===== config.mk =====
export PLATFORM = sky130hd
export DESIGN_NAME = hilo_mul_unit
export DESIGN_NICKNAME = d
export VERILOG_FILES = /design/src/rtl/mips_mul_pkg.sv /design/src/rtl/mul_sign_fix.sv /design/src/rtl/hilo_mul_unit.sv
export SDC_FILE = /design/constraint.sdc
export NUM_CORES = 1
export LEC_CHECK = 0
export ABC_AREA = 1
export CORE_ASPECT_RATIO = 1.4
export CORE_MARGIN = 5
export CORE_UTILIZATION = 45
export DETAILED_ROUTE_END_ITERATION = 6
export PLACE_DENSITY_LB_ADDON = 0.25
export SLEW_MARGIN = 15
export SYNTH_ARGS = -nofsm -noshare
export SYNTH_HDL_FRONTEND = slang
export SYNTH_SLANG_ARGS = --single-unit

===== constraint.sdc =====
create_clock -name clk -period 7.23 [get_ports clk]
set_input_delay 1.0845 -clock clk [delete_from_list [all_inputs] [get_ports clk]]
set_output_delay 1.0845 -clock clk [all_outputs]
set_load 0.02 [all_outputs]

===== src/rtl/mips_mul_pkg.sv =====
// Shared constants and state encoding for the HI/LO multiply control stage.
package mips_mul_pkg;

    localparam int WORD_W          = 32;
    localparam int DWORD_W         = 64;
    localparam int LATENCY_DEFAULT = 4;

    typedef enum logic {
        ST_IDLE = 1'b0,
        ST_BUSY = 1'b1
    } state_t;

endpackage


===== src/rtl/mul_sign_fix.sv =====
// Sign handling around the unsigned multiplier: operand magnitudes and the
// result-negate flag on the way in, conditional 64-bit negate on the way out.
module mul_sign_fix
    import mips_mul_pkg::*;
(
    input  logic               is_signed,
    input  logic [WORD_W-1:0]  rs_val,
    input  logic [WORD_W-1:0]  rt_val,
    input  logic               neg_in,
    input  logic [DWORD_W-1:0] product,
    output logic [WORD_W-1:0]  abs_a,
    output logic [WORD_W-1:0]  abs_b,
    output logic               neg_out,
    output logic [DWORD_W-1:0] result
);

    // |0x80000000| stays 0x80000000, which is correct when read as unsigned.
    assign abs_a   = (is_signed && rs_val[WORD_W-1]) ? (~rs_val + WORD_W'(1)) : rs_val;
    assign abs_b   = (is_signed && rt_val[WORD_W-1]) ? (~rt_val + WORD_W'(1)) : rt_val;
    assign neg_out = is_signed & (rs_val[WORD_W-1] ^ rt_val[WORD_W-1]);

    // Wraps modulo 2^64, so a zero product stays zero.
    assign result  = neg_in ? (~product + DWORD_W'(1)) : product;

endmodule


===== src/rtl/hilo_mul_unit.sv =====
// MULT/MULTU sequencer and HI/LO register file around an external 32x32->64
// combinational multiplier treated as a LATENCY-cycle multicycle path.
module hilo_mul_unit
    import mips_mul_pkg::*;
#(
    parameter int LATENCY = LATENCY_DEFAULT,
    parameter int CNT_W   = 4
) (
    input  logic               clk,
    input  logic               rst,
    input  logic               start,
    input  logic               is_signed,
    input  logic [WORD_W-1:0]  rs_val,
    input  logic [WORD_W-1:0]  rt_val,
    input  logic               mfhi,
    input  logic               mflo,
    input  logic               mthi,
    input  logic               mtlo,
    input  logic [WORD_W-1:0]  mt_data,
    output logic [WORD_W-1:0]  mul_a,
    output logic [WORD_W-1:0]  mul_b,
    input  logic [DWORD_W-1:0] mul_product,
    output logic               busy,
    output logic               stall,
    output logic [WORD_W-1:0]  rd_data,
    output logic [WORD_W-1:0]  hi,
    output logic [WORD_W-1:0]  lo
);

    state_t             state, state_d;
    logic [CNT_W-1:0]   cnt, cnt_d;
    logic               neg, neg_d;
    logic [WORD_W-1:0]  mul_a_d, mul_b_d, hi_d, lo_d;

    logic [WORD_W-1:0]  abs_a, abs_b;
    logic               neg_in;
    logic [DWORD_W-1:0] fixed_product;

    mul_sign_fix u_sign_fix (
        .is_signed (is_signed),
        .rs_val    (rs_val),
        .rt_val    (rt_val),
        .neg_in    (neg),
        .product   (mul_product),
        .abs_a     (abs_a),
        .abs_b     (abs_b),
        .neg_out   (neg_in),
        .result    (fixed_product)
    );

    always_comb begin
        // NOTE: every next-state signal gets a hold default first so no path through the case infers a latch.
        state_d = state;
        cnt_d   = cnt;
        neg_d   = neg;
        mul_a_d = mul_a;
        mul_b_d = mul_b;
        hi_d    = hi;
        lo_d    = lo;

        unique case (state)
            ST_IDLE: begin
                if (start) begin
                    // start takes priority; a concurrent MTHI/MTLO is dropped.
                    mul_a_d = abs_a;
                    mul_b_d = abs_b;
                    neg_d   = neg_in;
                    cnt_d   = CNT_W'(LATENCY - 1);
                    state_d = ST_BUSY;
                end else begin
                    if (mthi) hi_d = mt_data;
                    if (mtlo) lo_d = mt_data;
                end
            end
            ST_BUSY: begin
                if (cnt != '0) begin
                    cnt_d = cnt - CNT_W'(1);
                end else begin
                    {hi_d, lo_d} = fixed_product;
                    state_d      = ST_IDLE;
                end
            end
            default: state_d = ST_IDLE;
        endcase
    end

    // NOTE: state registers use non-blocking assignments so all of them update from the same pre-edge values.
    always_ff @(posedge clk or posedge rst) begin
        if (rst) begin
            state <= ST_IDLE;
            cnt   <= '0;
            neg   <= 1'b0;
            mul_a <= '0;
            mul_b <= '0;
            hi    <= '0;
            lo    <= '0;
        end else begin
            state <= state_d;
            cnt   <= cnt_d;
            neg   <= neg_d;
            mul_a <= mul_a_d;
            mul_b <= mul_b_d;
            hi    <= hi_d;
            lo    <= lo_d;
        end
    end

    assign busy    = (state == ST_BUSY);
    assign stall   = busy & (start | mfhi | mflo | mthi | mtlo);
    assign rd_data = mfhi ? hi : lo;

endmodule


==> results.cfg, run 1 <==
[hold_path]
min_to = mul_a[5]$_DFFE_PP0P_
hold_start = mul_a[5]$_DFFE_PP0P_
hp-class = flop to flop
hold_depth = 2

[global_routing]
grt_pass1_wl_um = 58800
first_global_vias = 11236
grt_use_total_pct = 29.2
grt_max_degree = 100
grt_overflow = 0
antenna_found_initial = 3

[power_and_ir_drop]
total_leakage_power_nw = 6.87
vdd_drop_max_v = 0.000264
sw_frac_of_total_pct = 45.8
p_sw_mw = 2.56
powerDensity_nw_per_um2 = 394
p_comb_share_pct = 59.4
p_seq_share_pct = 24.2
p_clk_share_pct = 16.4
p_int_mw = 3.04

[finish]
final_common_cell = nand2_1
area_delta_synth_final_pct = 40.4
final_cells = 2236
drive_gt1_share_pct = 4.04
nNetsFinal = 2092
most-common-layout-cells = 494 x nand2_1, 329 x clkdlybuf4s50_1, 224 x nor2_1, 215 x inv_1, 157 x nand3_1

[worst_setup_path]
reg2regPathDepth = 9
reg2reg_slack_ns = 4.42
crit_required_ns = 6.15
start_kind = input port
reg2reg_to = lo[23]$_DFFE_PP0P_
endpoint_kind = primary output
crit_type = input port to primary output
path_max_fanout = 53
r2r_start = busy$_DFF_PP0_
arrival_ns = 3.08

[run]
max-cap-violations = 0

[cts]
cts.clk_slew.worst_paths_ns = 0.06
postCtsSetupBuffers = 0
cts.hold.buffers_added = 0
cts_tree = built
cts_resized = 0
clock_path_buffers = 2
cts-root-buf = clkbuf_16
insertion_delay_ns = 0.44
cts_sinks = 134
cts_made_buffers = 17
htreeDepth = 4

[timing]
max_slew_margin_pct = 39.1
skew_ns = 0.00995
fin_tns_setup_ns = 0
fin_crit_ns = 4.17
finalMaxSlewViolations = 0
finalSetupViolCount = 0
max_freq_mhz = 240
hold_violations = 0
tightest_slew_ns = 0.914
rsz0062_at_grt = false
fin_crit_sh_pct = 57.7

[detailed_routing]
num_vias = 11495
ant_nets = 0
drcViolationCount = 0
viasPerCell = 5.14
drt_iter0_drc = 623
wire_per_inst_um = 16.6
drt-total-wl_um = 37200
drtPass1Iterations = 6

[synthesis]
yosysWarnings = 0
syn_area_um2 = 10100
yosysUniqueCellTypes = 40
ys_seq_area_share_pct = 33.1
synth_async_sr_flop_share_pct = 100
avgSynthCellArea_um2 = 6.25
synth_area_leader_cell = dfrtp_1
yosys_register_bits = 134
netlist_instances = 1622
ys.flop_type = dfrtp_1
netlist.area_leader.share_pct = 33.1
syn-num-nets = 1794
synth_edf_count = 0
synthTopCellsByArea = dfrtp_1 33%, nand2_1 18%, nor2_1 8.3%, inv_1 8.0%, nand3_1 7.8%

[placed_design]
hpwlAfterDp_um = 29400
place.gp.congestion = 0.971
dp.cells = 2202
port-buffer-count = 329

[floorplan]
fp.dieH_um = 188
start_util_pct = 45.3
rows = 65
core_um2 = 22400
dieArea_um2 = 25700
boundaryPins = 330
die_x_um = 137

[status]
status = finished clean
-- worst max-delay path, cell delays in order --
cell and delay (ns):
clkdlybuf4s50_1 0.45, buf_4 0.38, inv_1 0.28, nand2_1 0.12, o41ai_1 0.07, inv_1 0.10, clkdlybuf4s50_1 0.60
-- registers in the layout, indices dropped and copies added, names as in the netlist --
register,count
hi,32
lo,32
mul_a,32
mul_b,32
cnt,4
busy,1
neg,1
-- synthesized netlist by cell type (all sizes together) (2+ instances only) --
cell / number
a21boi: 25
a21oi: 19
a22oi: 27
a31oi: 9
and3: 2
buf: 33
clkbuf: 25
dfrtp: 134
ha: 4
inv: 220
nand2: 500
nand3: 157
nand3b: 15
nand4: 14
nor2: 236
nor3: 9
nor4: 3
o211ai: 3
o21ai: 138
o22ai: 2
o31ai: 4
or2: 3
xor2: 37
-- cell type report --
cell class / count / area [um2]
tap: 301 / 377
multi-input combinational: 1209 / 5680
fill: 2039 / 8140
sequential: 134 / 3360
inverter: 221 / 835
clock buffer: 18 / 439
timing repair buffer: 337 / 3350
antenna: 2 / 5.00
clock inverter: 14 / 175
-- worst max-delay path by stage --
stage / from / endpoint / slack, ns / cells past startpoint
after global placement: mfhi / stall / 3.09 / 7
final: mfhi / stall / 3.06 / 7
after floorplan: rst / busy$_DFF_PP0_ / 2.56 / 1
after detailed placement: mfhi / stall / 3.04 / 7
after CTS: mfhi / stall / 3.04 / 7
after global routing: mfhi / stall / 2.86 / 7
-- power by group through the flow --
stage / Clock, mW / Combinational, mW / Sequential [mW]
after global routing: 0.967 / 3.64 / 1.41
after detailed placement: 0 / 3.32 / 1.36
after CTS: 0.930 / 3.34 / 1.36
after floorplan: 0 / 1.52 / 1.76
final: 0.918 / 3.33 / 1.36
after global placement: 0 / 3.26 / 1.35
-- routing by layer --
metal | GRT usage (%) | vias to the layer above | part of all wire [%] | wire, um
met4 | 11.9 | 2 | 4.1 | 1520
met1 | 33.2 | 5247 | 38 | 14200
met2 | 51.5 | 422 | 50 | 18600
met5 | 0 | - | 0.035 | 13
met3 | 7.25 | 80 | 7.7 | 2880
li1 | - | 5744 | - | -
-- through the flow --
step	worst slack, ns	util, %	area (um2)	hold slack (ns)	power (mW)
final	3.06	63.6	14200	0.482	5.60
after global routing	2.86	63.6	14200	0.506	6.02
after CTS	3.04	63.6	14200	0.487	5.62
after detailed placement	3.04	60.8	13600	0.464	4.68
after global placement	3.09	60.8	13600	0.461	4.61
after floorplan	2.56	-	10100	0.483	3.28
-- cells by family (layout without fill, tap and decap cells) --
| group | after synthesis | after routing | synth area share (%) |
|---|---|---|---|
| AO/OA/AOI/OAI | 228 | 228 | 13.5 |
| adder cells (fa/ha/maj) | 4 | 4 | 0.494 |
| other | 0 | 2 | 0 |
| AND/OR/NAND/NOR | 939 | 939 | 38.7 |
| flip-flops | 134 | 134 | 33.1 |
| buffers and inverters | 279 | 590 | 10.9 |
| XOR/XNOR | 38 | 38 | 3.29 |
Note: power is estimated with default switching activity, not from simulation.
==> inputs of run 2 (changes only) <==
- clock period: 7.23 -> 3.9 ns (I/O delays scaled with it)
==> run 2 against run 1 <==
  * First-iteration DRC count rose by 3.4%
  * Critical path depth fell by 2
  * Sequential cell count is the same
  * Cell area is 0.54% higher
  * Sequential power increased by 90%
  * Routed wire length grew 1.6%
  * Global-route usage grew 0.17 points
  * Clock-buffer cell count grew 1
  * Combinational power is 85% higher
  * Via count about the same
  * Register-to-register slack worse by 2.8 ns
  * Cell count barely moved
==> results.cfg, run 2 (synthesized netlist as in run 1, its figures left out) <==
[status]
status = finished clean

[worst_setup_path]
cp_slowest_cell = clkdlybuf4s50_1
crit_chain = clkdlybuf4s50_1, buf_4, nand2_1, o21ai_0, clkdlybuf4s50_1
start_kind = input port
path_depth = 5
path_max_fanout = 52
reg2regPathDepth = 8
crit_required_ns = 3.31
cp_num_buf_inv = 3
path_delay_family = buffers and inverters
endpoint_kind = primary output
critPathMostFrequentCell = clkdlybuf4s50_1
crit_type = input port to primary output
cpPeakStageDelay_ns = 0.64
arrival_ns = 2.30

[placed_design]
dp.cells = 2205
place.gp.congestion = 0.980
port-buffer-count = 329
pre_cts_slack_ns = 1.01
hpwlAfterDp_um = 30200
placedInstanceArea_um2 = 13600

[detailed_routing]
viasPerCell = 5.14
wire_per_inst_um = 16.9
drt-total-wl_um = 37800
drt_iter0_drc = 644
drcViolationCount = 0
num_vias = 11501
ant_nets = 0
drtPass1Iterations = 6

[timing]
max_slew_margin_pct = 38.8
finalSetupViolCount = 0
rsz0062_at_grt = false
tightest_slew_ns = 0.917
max_freq_mhz = 347
hold_violations = 0
fin_crit_sh_pct = 74.0
hold_ws_ns = 0.477
fin_crit_ns = 2.89
skew_ns = 0.00792
setup_ws_ns = 1.01
finalMaxSlewViolations = 0
fin_tns_setup_ns = 0

[floorplan]
start_util_pct = 45.3
fp.dieH_um = 188
boundaryPins = 330
dieArea_um2 = 25700
die_x_um = 137
rows = 65
core_um2 = 22400

[cts]
cts.hold.buffers_added = 0
htreeDepth = 4
postCtsSetupBuffers = 0
cts_tree = built
cts_sinks = 134
clock_path_buffers = 2
insertion_delay_ns = 0.44
cts_made_buffers = 17
cts-root-buf = clkbuf_16
cts.clk_slew.worst_paths_ns = 0.06
cts_resized = 0

[global_routing]
grt_pass1_wl_um = 58700
antenna_found_initial = 2
first_global_vias = 11301
grt_overflow = 0
grt_max_degree = 70
grt_use_total_pct = 29.3

[finish]
final_cell_area_um2 = 14300
final_cells = 2238
fillers = 2067
drive_gt1_share_pct = 4.18
area_delta_synth_final_pct = 41.2
nNetsFinal = 2095
most-common-layout-cells = 494 x nand2_1, 329 x clkdlybuf4s50_1, 224 x nor2_1, 215 x inv_1, 157 x nand3_1
utilization_pct = 63.9
seq_area_um2 = 3360
multiInputGateArea_um2 = 5680
final_common_cell = nand2_1

[power_and_ir_drop]
total_leakage_power_nw = 6.91
vdd_drop_max_v = 0.000499
powerDensity_nw_per_um2 = 736
finalPower_mw = 10.5

[hold_path]
hp-class = flop to flop
hold_depth = 2

[run]
max-cap-violations = 0
[run 2: changes by cell type in the layout (fill, tap and decap cells not counted)]
cell and delta:
clkbuf_8 +1, bufinv_16 +1, buf_12 +2, clkinvlp_4 -1, clkinv_2 -1, inv_6 +1
diode_2 -1, buf_4 +1, clkinv_4 -1
[run 2: final timing paths]
kind | slack, ns | end | from
hold reg to reg | 0.48 | mul_a[17]$_DFFE_PP0P_ | mul_a[17]$_DFFE_PP0P_
setup reg to reg | 1.61 | lo[22]$_DFFE_PP0P_ | cnt[0]$_DFFE_PP0P_
hold / removal | 0.48 | mul_a[17]$_DFFE_PP0P_ | mul_a[17]$_DFFE_PP0P_
setup / recovery | 1.01 | rd_data[29] | mfhi
max in group asynchronous | 2.61 | busy$_DFF_PP0_ | rst
min in group asynchronous | 0.57 | lo[18]$_DFFE_PP0P_ | rst
[run 2: power breakdown]
group	switching, mW	total [mW]	internal, mW
Clock	0.671	1.78	1.11
Combinational	3.62	6.15	2.53
Sequential	0.502	2.59	2.09
Total	4.79	10.5	5.73
[run 2: area by class of cell]
cell class	instances	area share, %
tap	301	2.63
inverter	221	5.83
clock buffer	19	3.17
multi-input combinational	1209	39.7
antenna	1	0.0175
sequential	134	23.5
timing repair buffer	340	23.8
clock inverter	13	1.36
[run 2: metal layers]
metal | vias to the layer above | GRT usage, % | part of all wire (%)
met5 | - | 0 | 0.034
li1 | 5752 | - | -
met4 | 2 | 12.3 | 4.0
met2 | 423 | 52.5 | 51
met3 | 77 | 8.27 | 8.5
met1 | 5247 | 32.0 | 37
[run 2: worst reg2reg max path: stages, from the launching register on]
cell and delay (ns):
dfrtp_1 0.39, inv_1 0.06, ha_1 0.24, a31oi_4 0.26, nor2_4 0.07, inv_2 0.13, nor2_8 0.05, inv_2 0.67
a22oi_1 0.26
==> inputs of run 3 (changes only) <==
- CORE_UTILIZATION: 45 -> 43
- clock period: 3.9 -> 2.39 ns (I/O delays scaled with it)
==> run 3 against run 2 <==
  * Clock skew up 0.0045 ns
  * Non-clock buffer count up 67
  * Clock-buffer cell count down 2
  * Hold slack worse by 0.092 ns
  * Sequential cell count unchanged
  * Largest power group unchanged
  * Highest routed layer unchanged
==> results.cfg, run 3 (synthesized netlist as in run 1, its figures left out) <==
[hold_path]
hp-class = input port to asynchronous set/reset pin

[floorplan]
rows = 66
boundaryPins = 330
fp.dieH_um = 192
core_um2 = 23200
die_x_um = 140
dieArea_um2 = 26800
start_util_pct = 43.7

[status]
status = finished clean

[detailed_routing]
num_vias = 11863
wire_per_inst_um = 17.3
drtPass1Iterations = 5
drcViolationCount = 0
viasPerCell = 5.14
drt_iter0_drc = 733
drt-total-wl_um = 39900
ant_nets = 0

[worst_setup_path]
critPathMostFrequentCell = clkdlybuf4s50_1
arrival_ns = 1.94
reg2reg_to = lo[18]$_DFFE_PP0P_
crit_type = input port to primary output
cpPeakStageDelay_ns = 0.54
path_max_fanout = 13
path_delay_family = buffers and inverters
endpoint_kind = primary output
reg2regPathDepth = 9
start_kind = input port
crit_chain = clkdlybuf4s50_1, inv_2, nand2_1, o41ai_1, inv_1, clkdlybuf4s50_1
cp_slowest_cell = clkdlybuf4s50_1
crit_required_ns = 2.03
reg2reg_slack_ns = 0.28
r2r_start = busy$_DFF_PP0_
cp_num_buf_inv = 4

[cts]
insertion_delay_ns = 0.44
cts-root-buf = clkbuf_16
cts_resized = 1
cts_made_buffers = 17
cts.clk_slew.worst_paths_ns = 0.08
postCtsSetupBuffers = 0
cts_tree = built
cts_sinks = 134
clock_path_buffers = 2
cts.hold.buffers_added = 0
htreeDepth = 4

[global_routing]
first_global_vias = 11740
grt_overflow = 0
grt_max_degree = 81
grt_use_total_pct = 29.6
antenna_found_initial = 2
grt_pass1_wl_um = 62600

[finish]
area_delta_synth_final_pct = 46.3
utilization_pct = 63.9
final_cell_area_um2 = 14800
most-common-layout-cells = 494 x nand2_1, 327 x clkdlybuf4s50_1, 224 x nor2_1, 214 x inv_1, 157 x nand3_1
final_cells = 2310
drive_gt1_share_pct = 7.44
nNetsFinal = 2162
final_common_cell = nand2_1

[power_and_ir_drop]
p_comb_share_pct = 60.6
powerDensity_nw_per_um2 = 1170
sw_frac_of_total_pct = 46.6
vdd_drop_max_v = 0.000682
p_clk_share_pct = 15.3
p_int_mw = 9.24
p_sw_mw = 8.07
total_leakage_power_nw = 7.25
p_seq_share_pct = 24.2

[timing]
setup_ws_ns = 0.0901
hold_ws_ns = 0.386
max_slew_margin_pct = 60.5
skew_ns = 0.0124
fin_crit_ns = 2.30
max_freq_mhz = 435
finalSetupViolCount = 0
rsz0062_at_grt = true
tightest_slew_ns = 0.593
finalMaxSlewViolations = 0
hold_violations = 0
fin_crit_sh_pct = 96.2

[placed_design]
pre_cts_slack_ns = -0.103
port-buffer-count = 329
place.gp.congestion = 0.968
hpwlAfterDp_um = 32400
placedInstanceArea_um2 = 14200
dp.cells = 2277

[run]
max-cap-violations = 0
==> run 3: cell types whose count changed in the layout (fill, tap and decap cells not counted), sizes merged <==
cell / previous run / this run
buf: 11 / 78
bufinv: 4 / 0
clkbuf: 19 / 17
clkdlybuf4s50: 329 / 327
dlymetal6s2s: 0 / 2
inv: 223 / 229
==> run 3: area by class of cell <==
class	count	area [um2]
sequential	134	3360
antenna	1	2.50
fill	2209	8380
inverter	221	833
clock inverter	15	158
multi-input combinational	1209	5680
tap	306	383
clock buffer	17	425
timing repair buffer	407	3980
==> run 3: per-stage QoR <==
stage	total power [mW]	TNS, ns
6_report	17.3	0
5_1_grt	18.5	-0.0321
4_1_cts	17.4	0
3_5_place_dp	14.7	-0.385
3_3_place_gp	14.5	-0.423
2_1_floorplan	9.92	0
==> run 3: how the worst max path moves through the flow <==
stage	startpoint	end	slack, ns	cells past startpoint
final	mfhi	stall	0.09	6
after detailed placement	mul_product[1]	lo[30]$_DFFE_PP0P_	-0.10	12
after global routing	mfhi	stall	-0.03	6
after CTS	mfhi	rd_data[24]	0.06	5
after global placement	mul_product[17]	hi[17]$_DFFE_PP0P_	-0.09	12
after floorplan	rst	busy$_DFF_PP0_	0.37	1
==> run 3: worst reg2reg max path, cell delays in order, from the launching register on <==
cell and delay, ns:
dfrtp_2 0.59, inv_1 0.16, a31oi_4 0.23, nor2_4 0.10, inv_2 0.18, nor2_8 0.06
inv_2 0.20, buf_12 0.25, nor2_1 0.11, a22oi_1 0.17
==> run 3: layer usage <==
layer | wire length, um | GRT usage (%)
met2 | 20300 | 54.0
met5 | 12 | 0
met4 | 1830 | 13.7
met1 | 14900 | 32.2
met3 | 2840 | 7.40
==> run 3: power groups by stage <==
| stage | clock [mW] | sequential (mW) | combinational [mW] |
|---|---|---|---|
| 6_report | 2.65 | 4.18 | 10.5 |
| 5_1_grt | 2.79 | 4.33 | 11.4 |
| 4_1_cts | 2.69 | 4.18 | 10.5 |
| 3_5_place_dp | 0 | 4.20 | 10.5 |
| 3_3_place_gp | 0 | 4.17 | 10.3 |
| 2_1_floorplan | 0 | 5.32 | 4.60 |
